$ cat src/rtl/writeback_arbiter_pkg.sv
// Shared types and constants for the writeback arbiter: result and broadcast
// structs, FU index names, sizing constants and the round-robin index helper.
package writeback_arbiter_pkg;

  localparam int unsigned N_FU       = 4;
  localparam int unsigned FIFO_DEPTH = 2;
  localparam int unsigned DATA_W     = 32;
  localparam int unsigned REG_W      = 5;
  localparam int unsigned TAG_W      = 4;
  localparam int unsigned IDX_W      = $clog2(N_FU);

  typedef enum logic [IDX_W-1:0] {
    FU_ALU = 0,
    FU_MUL = 1,
    FU_LSU = 2,
    FU_TC  = 3
  } fu_idx_t;

  typedef struct packed {
    logic [REG_W-1:0]  rd;
    logic [DATA_W-1:0] value;
    logic [TAG_W-1:0]  tag;
  } fu_result_t;

  typedef struct packed {
    logic              valid;
    logic [REG_W-1:0]  rd;
    logic [DATA_W-1:0] value;
    logic [TAG_W-1:0]  tag;
  } wb_t;

  // (base + k) mod N_FU, used to walk FU indices starting at the round-robin pointer.
  function automatic logic [IDX_W-1:0] rr_add(input logic [IDX_W-1:0] base,
                                              input int unsigned k);
    int unsigned s;
    s = (32'(base) + k) % N_FU;
    return IDX_W'(s);
  endfunction

endpackage

$ cat src/rtl/writeback_arbiter_if.sv
// Completion-port and writeback bus between the functional units / issue stage
// and the writeback arbiter.
//
// Handshake: a result on FU port i transfers in a cycle where fu_valid[i] and
// fu_ready[i] are both high. fu_ready[i] does not depend on fu_valid[i]; the
// producer may hold or change its payload while fu_ready[i] is low.
// wb is a registered broadcast with no back-pressure: wb.valid is high for one
// cycle per result (longer only while freeze holds it).
interface writeback_arbiter_if;
  import writeback_arbiter_pkg::*;

  logic [N_FU-1:0]             fu_valid;
  logic [N_FU-1:0][REG_W-1:0]  fu_rd;
  logic [N_FU-1:0][DATA_W-1:0] fu_value;
  logic [N_FU-1:0][TAG_W-1:0]  fu_tag;
  logic [N_FU-1:0]             fu_ready;
  logic                        flush;
  logic                        freeze;
  wb_t                         wb;
  logic [IDX_W-1:0]            dbg_rr_ptr;

  // FU / issue side
  modport master (
    output fu_valid, fu_rd, fu_value, fu_tag, flush, freeze,
    input  fu_ready, wb, dbg_rr_ptr
  );

  // Arbiter side
  modport slave (
    input  fu_valid, fu_rd, fu_value, fu_tag, flush, freeze,
    output fu_ready, wb, dbg_rr_ptr
  );
endinterface

$ cat src/rtl/writeback_arbiter_wb_fifo.sv
// Per-FU synchronous result FIFO. Pointers wrap mod DEPTH (power of 2);
// clear empties the FIFO at the next edge.
module wb_fifo
  import writeback_arbiter_pkg::*;
#(
  parameter int unsigned DEPTH = FIFO_DEPTH
) (
  input  logic       clk,
  input  logic       clear,
  input  logic       push,
  input  fu_result_t din,
  input  logic       pop,
  output fu_result_t dout,
  output logic       full,
  output logic       empty
);
  localparam int unsigned PTR_W = $clog2(DEPTH);
  localparam int unsigned CNT_W = PTR_W + 1;

  fu_result_t       mem [DEPTH];
  logic [PTR_W-1:0] wr_ptr;
  logic [PTR_W-1:0] rd_ptr;
  logic [CNT_W-1:0] count;

  assign full  = (count == CNT_W'(DEPTH));
  assign empty = (count == '0);
  assign dout  = mem[rd_ptr];

  // Storage array: written on push, no reset needed since count gates reads.
  always_ff @(posedge clk) begin
    if (push) mem[wr_ptr] <= din;
  end

  // Pointers and occupancy count.
  always_ff @(posedge clk) begin
    if (clear) begin
      wr_ptr <= '0;
      rd_ptr <= '0;
      count  <= '0;
    end else begin
      if (push) wr_ptr <= wr_ptr + 1'b1;
      if (pop)  rd_ptr <= rd_ptr + 1'b1;
      case ({push, pop})
        2'b10:   count <= count + 1'b1;
        2'b01:   count <= count - 1'b1;
        default: count <= count;
      endcase
    end
  end
endmodule

$ cat src/rtl/writeback_arbiter.sv
// Writeback arbiter: buffers FU completions per FU, picks one per cycle
// round-robin and drives the registered wb broadcast. flush/reset discard all
// pending results; freeze holds wb, the FIFO heads and the round-robin pointer.
// Optional macro WB_BYPASS_EN: a result arriving at an empty FIFO may be granted
// in its arrival cycle and sent straight to wb without being stored.
module writeback_arbiter
  import writeback_arbiter_pkg::*;
(
  input logic                clk,
  input logic                rst,
  writeback_arbiter_if.slave bus
);
  logic [N_FU-1:0]  full;
  logic [N_FU-1:0]  empty;
  logic [N_FU-1:0]  ready;
  logic [N_FU-1:0]  accept;
  logic [N_FU-1:0]  req;
  logic [N_FU-1:0]  fifo_push;
  logic [N_FU-1:0]  fifo_pop;
  fu_result_t       in_res [N_FU];
  fu_result_t       head   [N_FU];
  fu_result_t       gnt_res;
  logic             gnt_valid;
  logic [IDX_W-1:0] gnt_idx;
  logic             advance;
  logic [IDX_W-1:0] rr_ptr;
  wb_t              wb_q;
`ifdef WB_BYPASS_EN
  logic [N_FU-1:0]  bypass_take;
`endif

  for (genvar g = 0; g < N_FU; g++) begin : g_fu
    assign in_res[g] = '{rd: bus.fu_rd[g], value: bus.fu_value[g], tag: bus.fu_tag[g]};

    wb_fifo #(.DEPTH(FIFO_DEPTH)) u_fifo (
      .clk   (clk),
      .clear (rst | bus.flush),
      .push  (fifo_push[g]),
      .din   (in_res[g]),
      .pop   (fifo_pop[g]),
      .dout  (head[g]),
      .full  (full[g]),
      .empty (empty[g])
    );
  end

  // Acceptance uses pre-pop occupancy, so a full FIFO refuses even when it pops.
  always_comb begin
    ready  = '0;
    accept = '0;
    req    = '0;
    for (int i = 0; i < N_FU; i++) begin
      ready[i]  = !full[i] && !bus.flush && !rst;
      accept[i] = bus.fu_valid[i] && ready[i];
`ifdef WB_BYPASS_EN
      req[i]    = !empty[i] || accept[i];
`else
      req[i]    = !empty[i];
`endif
    end
  end

  // Round-robin grant: first requester at or after rr_ptr, wrapping.
  always_comb begin
    gnt_valid = 1'b0;
    gnt_idx   = '0;
    for (int unsigned k = 0; k < N_FU; k++) begin
      if (!gnt_valid && req[rr_add(rr_ptr, k)]) begin
        gnt_valid = 1'b1;
        gnt_idx   = rr_add(rr_ptr, k);
      end
    end
  end

  // Pop/push control and selection of the granted result.
  always_comb begin
    advance  = gnt_valid && !bus.freeze && !bus.flush && !rst;
    fifo_pop = '0;
    for (int i = 0; i < N_FU; i++) begin
      fifo_pop[i] = advance && (gnt_idx == IDX_W'(i)) && !empty[i];
    end
`ifdef WB_BYPASS_EN
    bypass_take = '0;
    for (int i = 0; i < N_FU; i++) begin
      bypass_take[i] = advance && (gnt_idx == IDX_W'(i)) && empty[i];
    end
    fifo_push = accept & ~bypass_take;
    gnt_res   = empty[gnt_idx] ? in_res[gnt_idx] : head[gnt_idx];
`else
    fifo_push = accept;
    gnt_res   = head[gnt_idx];
`endif
  end

  // Registered writeback broadcast and round-robin pointer.
  always_ff @(posedge clk) begin
    if (rst || bus.flush) begin
      wb_q   <= '0;
      rr_ptr <= '0;
    end else if (!bus.freeze) begin
      if (gnt_valid) begin
        wb_q   <= '{valid: 1'b1, rd: gnt_res.rd, value: gnt_res.value, tag: gnt_res.tag};
        rr_ptr <= rr_add(gnt_idx, 1);
      end else begin
        wb_q   <= '0;
      end
    end
  end

  assign bus.fu_ready   = ready;
  assign bus.wb         = wb_q;
  assign bus.dbg_rr_ptr = rr_ptr;
endmodule

$ cat src/flat_wrapper.sv
// flat-port wrapper written by rule: the top's interface ports become plain ports
module writeback_arbiter_flat import writeback_arbiter_pkg::*;
  (clk, rst, bus_fu_valid, bus_fu_rd, bus_fu_value, bus_fu_tag, bus_flush, bus_freeze, bus_fu_ready, bus_wb, bus_dbg_rr_ptr);
  writeback_arbiter_if bus_i ();
  input logic clk;
  input logic rst;
  input wire logic [$bits(bus_i.fu_valid)-1:0] bus_fu_valid;
  input wire logic [$bits(bus_i.fu_rd)-1:0] bus_fu_rd;
  input wire logic [$bits(bus_i.fu_value)-1:0] bus_fu_value;
  input wire logic [$bits(bus_i.fu_tag)-1:0] bus_fu_tag;
  input wire logic [$bits(bus_i.flush)-1:0] bus_flush;
  input wire logic [$bits(bus_i.freeze)-1:0] bus_freeze;
  output wire logic [$bits(bus_i.fu_ready)-1:0] bus_fu_ready;
  output wire logic [$bits(bus_i.wb)-1:0] bus_wb;
  output wire logic [$bits(bus_i.dbg_rr_ptr)-1:0] bus_dbg_rr_ptr;
  assign bus_i.fu_valid = bus_fu_valid;
  assign bus_i.fu_rd = bus_fu_rd;
  assign bus_i.fu_value = bus_fu_value;
  assign bus_i.fu_tag = bus_fu_tag;
  assign bus_i.flush = bus_flush;
  assign bus_i.freeze = bus_freeze;
  assign bus_fu_ready = bus_i.fu_ready;
  assign bus_wb = bus_i.wb;
  assign bus_dbg_rr_ptr = bus_i.dbg_rr_ptr;
  writeback_arbiter u_core (.clk(clk), .rst(rst), .bus(bus_i));
endmodule
$ cat config.mk
export PLATFORM = sky130hd
export DESIGN_NAME = writeback_arbiter_flat
export DESIGN_NICKNAME = d
export VERILOG_FILES = /design/src/rtl/writeback_arbiter_pkg.sv /design/src/rtl/writeback_arbiter_if.sv /design/src/rtl/writeback_arbiter_wb_fifo.sv /design/src/rtl/writeback_arbiter.sv /design/src/flat_wrapper.sv
export SDC_FILE = /design/constraint.sdc
export NUM_CORES = 1
export LEC_CHECK = 0
export CORE_ASPECT_RATIO = 1.2
export CORE_UTILIZATION = 30
export DETAILED_ROUTE_END_ITERATION = 6
export GPL_ROUTABILITY_DRIVEN = 0
export PLACE_DENSITY_LB_ADDON = 0.1
export SYNTH_ARGS = -nofsm -noshare
export SYNTH_HDL_FRONTEND = slang
export SYNTH_HIERARCHICAL = 1
export SYNTH_SLANG_ARGS = --single-unit
$ cat constraint.sdc
create_clock -name clk -period 5.2 [get_ports clk]
set_clock_uncertainty 0.1 [all_clocks]
set_input_delay 1.04 -clock clk [delete_from_list [all_inputs] [get_ports clk]]
set_output_delay 1.04 -clock clk [all_outputs]
set_load 0.01 [all_outputs]
==> results.ini <==
[final_layout]
fin_area_um2 = 19900
antenna_cells = 0
nNetsFinal = 1338
area_growth_pct = 28.4
fill_cells = 4664
drive_gt1_share_pct = 22.7

[worst_hold_path]
hold_class = flip-flop to flip-flop

[sta]
final.setup.tns_ns = 0
clock.fmax_mhz = 256
setup_violations = 0
slew_violations = 0
tightest_slew_ns = 1.17
timing.final.crit_period_ns = 3.90
finalHoldViolCount = 0
fin_crit_sh_pct = 75.1
grt_setup_unrepaired = false
maxSlewHeadroom_pct = 22.1

[floorplan]
coreArea_um2 = 50700
die_y_um = 251
rows = 90
initial_core_util_pct = 30.6
io_pins = 220
die-width_um = 209
die-area_um2 = 52600

[worst_setup_path]
cpPeakStageDelay_ns = 0.61
cp.depth = 5
crit_path_end_kind = output port
crit_path_start = bus_flush
r2r-start = u_core/g_fu[1].u_fifo/count[0]
endpoint = bus_fu_ready[3]
path_cells = clkdlybuf4s50_1, nor2_1, inv_2, nor2_1, clkdlybuf4s50_1
crit_arrival_ns = 2.76
r2r.worst_path.cells = 7
critical_path_class = input port to output port
critPathSlowestCell = clkdlybuf4s50_1
setup.worst_path.start_class = input port
path_buf_inv = 3
r2r-end = u_core/g_fu[3].u_fifo/count[1]
critPathMaxFanout = 17
critical_path_required_ns = 4.06
reg2reg_slack_ns = 1.88
cp_top_family = buffers and inverters

[power_and_ir_drop]
p_total_w = 0.00686
p_seq_share_pct = 50.6
p_leak_nw = 6.22
vdd_drop_max_mv = 0.195
switching_power_w = 0.00136
comb_power_share_pct = 4.8
swShare_pct = 19.9
power.internal_w = 0.00549
power_density_nw_per_um2 = 344
power.share.clock_pct = 44.6

[logic_synthesis]
synth-seq-cells = 392
yosysWarnings = 6
synth_area_um2 = 15500
yosysSeqAreaShare_pct = 71.8
synth_top_cell_by_area = edfxtp_1
avgSynthCellArea_um2 = 16.4
synth_area_leaders = edfxtp_1 64%, mux2_2 12%, dfxtp_1 8.3%
postSynthCellCount = 946
synth.distinct_cells = 34
synth_nets = 1122
synth_top_cell_area_share_pct = 63.6

[grt]
antenna_found_initial = 0
grt_max_degree = 85
track_usage_pct = 15.8
overflow = 0
grt_pass1_wl_mm = 61.2
grt_pass1_vias = 9151

[cts]
cts_tree = done
postCtsHoldBufs = 0
cts-root-buf = clkbuf_16
cts_made_buffers = 42
cts_setup_buffers = 0
clk-insertion-delay-late_ns = 0.54
cts_resized = 0
path_clk_slew_ns = 0.06
ctsHtreeMaxLevel = 2
cts.sinks = 392
clockBufferDepth = 3

[place]
hpwl_mm = 28.7
placed_area_um2 = 18500
numPortBuffers = 219

[detailed_routing]
post_drt_via_cell_ratio = 4.82
wl_mm = 41.7
drt_iter0_markers = 391
detail_route.first_pass.iterations = 4
post-route-drc-count = 0
wl_per_cell_um = 22.7
vias = 8862
ant_nets = 0

[flow_run]
cap_violations = 0

[status]
status = finished clean

-- worst min-delay path by stage --
stage / slack, ns / end / start / depth (start not counted)
6_report: 0.41 / u_core/g_fu[1].u_fifo/count[1] / u_core/g_fu[1].u_fifo/count[1] / 2
5_1_grt: 0.42 / u_core/g_fu[0].u_fifo/count[1] / u_core/g_fu[0].u_fifo/count[1] / 2
4_1_cts: 0.40 / flip-flop / u_core/g_fu[3].u_fifo/rd_ptr / 2
2_1_floorplan: 0.37 / u_core/g_fu[0].u_fifo/count[1] / u_core/g_fu[0].u_fifo/count[1] / 2
3_3_place_gp: 0.39 / u_core/g_fu[2].u_fifo/count[1] / u_core/g_fu[2].u_fifo/count[1] / 2
3_5_place_dp: 0.39 / flip-flop / u_core/g_fu[3].u_fifo/rd_ptr / 2
-- cell type report --
type | count | area [um^2] | area share [%]
multi-input combinational | 476 | 4090 | 20.5
timing repair buffer | 241 | 2410 | 12.1
clock inverter | 25 | 239 | 1.20
inverter | 9 | 33.8 | 0.170
tap | 644 | 806 | 4.05
clock buffer | 51 | 1190 | 5.97
sequential | 392 | 11100 | 55.9
-- routing by layer --
layer	global-route usage (%)	wire, um	up-vias
met1	22.9	20000	4453
met2	24.4	19100	194
met5	0	0	-
li1	-	-	4173
met4	3.94	678	0
met3	2.90	1910	42
-- through the flow --
step	util, %	hold WS, ns	worst slack, ns	cells
3_5_place_dp	36.5	0.395	1.21	1762
4_1_cts	39.3	0.404	1.20	1838
3_3_place_gp	36.5	0.387	1.24	1762
6_report	39.3	0.405	1.30	1838
5_1_grt	39.3	0.421	1.05	1838
2_1_floorplan	-	0.367	1.04	946
-- sequential cells by signal, summed over array words and instances (netlist names), named ones only --
register / count
u_core/g_fu.u_fifo/mem: 328
u_core/g_fu.u_fifo/count: 8
u_core/g_fu.u_fifo/rd_ptr: 4
u_core/bus.dbg_rr_ptr: 2
u_core/g_fu.u_fifo/wr_ptr: 4
u_core/bus.wb: 42
-- tightest hold or removal path, cell delays in order, from the launching register on --
cell	delay, ns
dfxtp_1	0.32
o21ai_0	0.07
a21oi_1	0.06
-- cell usage in the layout, fill, tap and decap left out, types with 7 or more instances in the layout --
master,n
edfxtp_1,328
clkdlybuf4s50_1,218
mux2_2,164
a32oi_1,82
dfxtp_1,60
clkbuf_16,45
nand3_1,43
o211ai_1,42
nor2b_1,41
nor2_1,28
buf_4,17
clkinv_1,13
xnor2_1,12
inv_1,8
a21oi_1,7
-- power by group through the flow --
stage | registers [W] | clock network (W) | logic (W)
2_1_floorplan | 0.00354 | 0 | 0.000103
3_3_place_gp | 0.00353 | 0 | 0.000336
3_5_place_dp | 0.00354 | 0 | 0.000339
4_1_cts | 0.00347 | 0.00316 | 0.000341
5_1_grt | 0.00347 | 0.00327 | 0.000357
6_report | 0.00347 | 0.00306 | 0.000332
-- synth_stat cells, drive strengths merged --
| master | n |
|---|---|
| xor2 | 4 |
| dfxtp | 64 |
| nand2 | 3 |
| a21o | 1 |
| and4 | 1 |
| nor2b | 41 |
| a311oi | 1 |
| a211oi | 1 |
| clkbuf | 32 |
| nor3 | 2 |
| nand2b | 2 |
| ha | 4 |
| a31oi | 1 |
| nand3 | 43 |
| a22oi | 1 |
| o211ai | 42 |
| buf | 37 |
| and2b | 4 |
| inv | 9 |
| o311ai | 1 |
| or3 | 6 |
| o21ai | 7 |
| a21oi | 8 |
| and2 | 9 |
| mux2 | 164 |
| a32oi | 82 |
| edfxtp | 328 |
| nor2 | 34 |
| xnor2 | 12 |
| a211o | 1 |
| o221ai | 1 |
-- cell families (layout without fill, tap and decap cells) --
| group | Yosys count | after routing | synth area share, % |
|---|---|---|---|
| AO/OA/AOI/OAI | 147 | 147 | 7.73 |
| XOR/XNOR | 16 | 16 | 0.904 |
| adder cells (fa/ha/maj) | 4 | 4 | 0.323 |
| buffers and inverters | 78 | 326 | 2.34 |
| flip-flops | 392 | 392 | 71.8 |
| multiplexers | 164 | 164 | 11.9 |
| AND/OR/NAND/NOR | 145 | 145 | 4.97 |
Power figures use the tool's default switching activity.
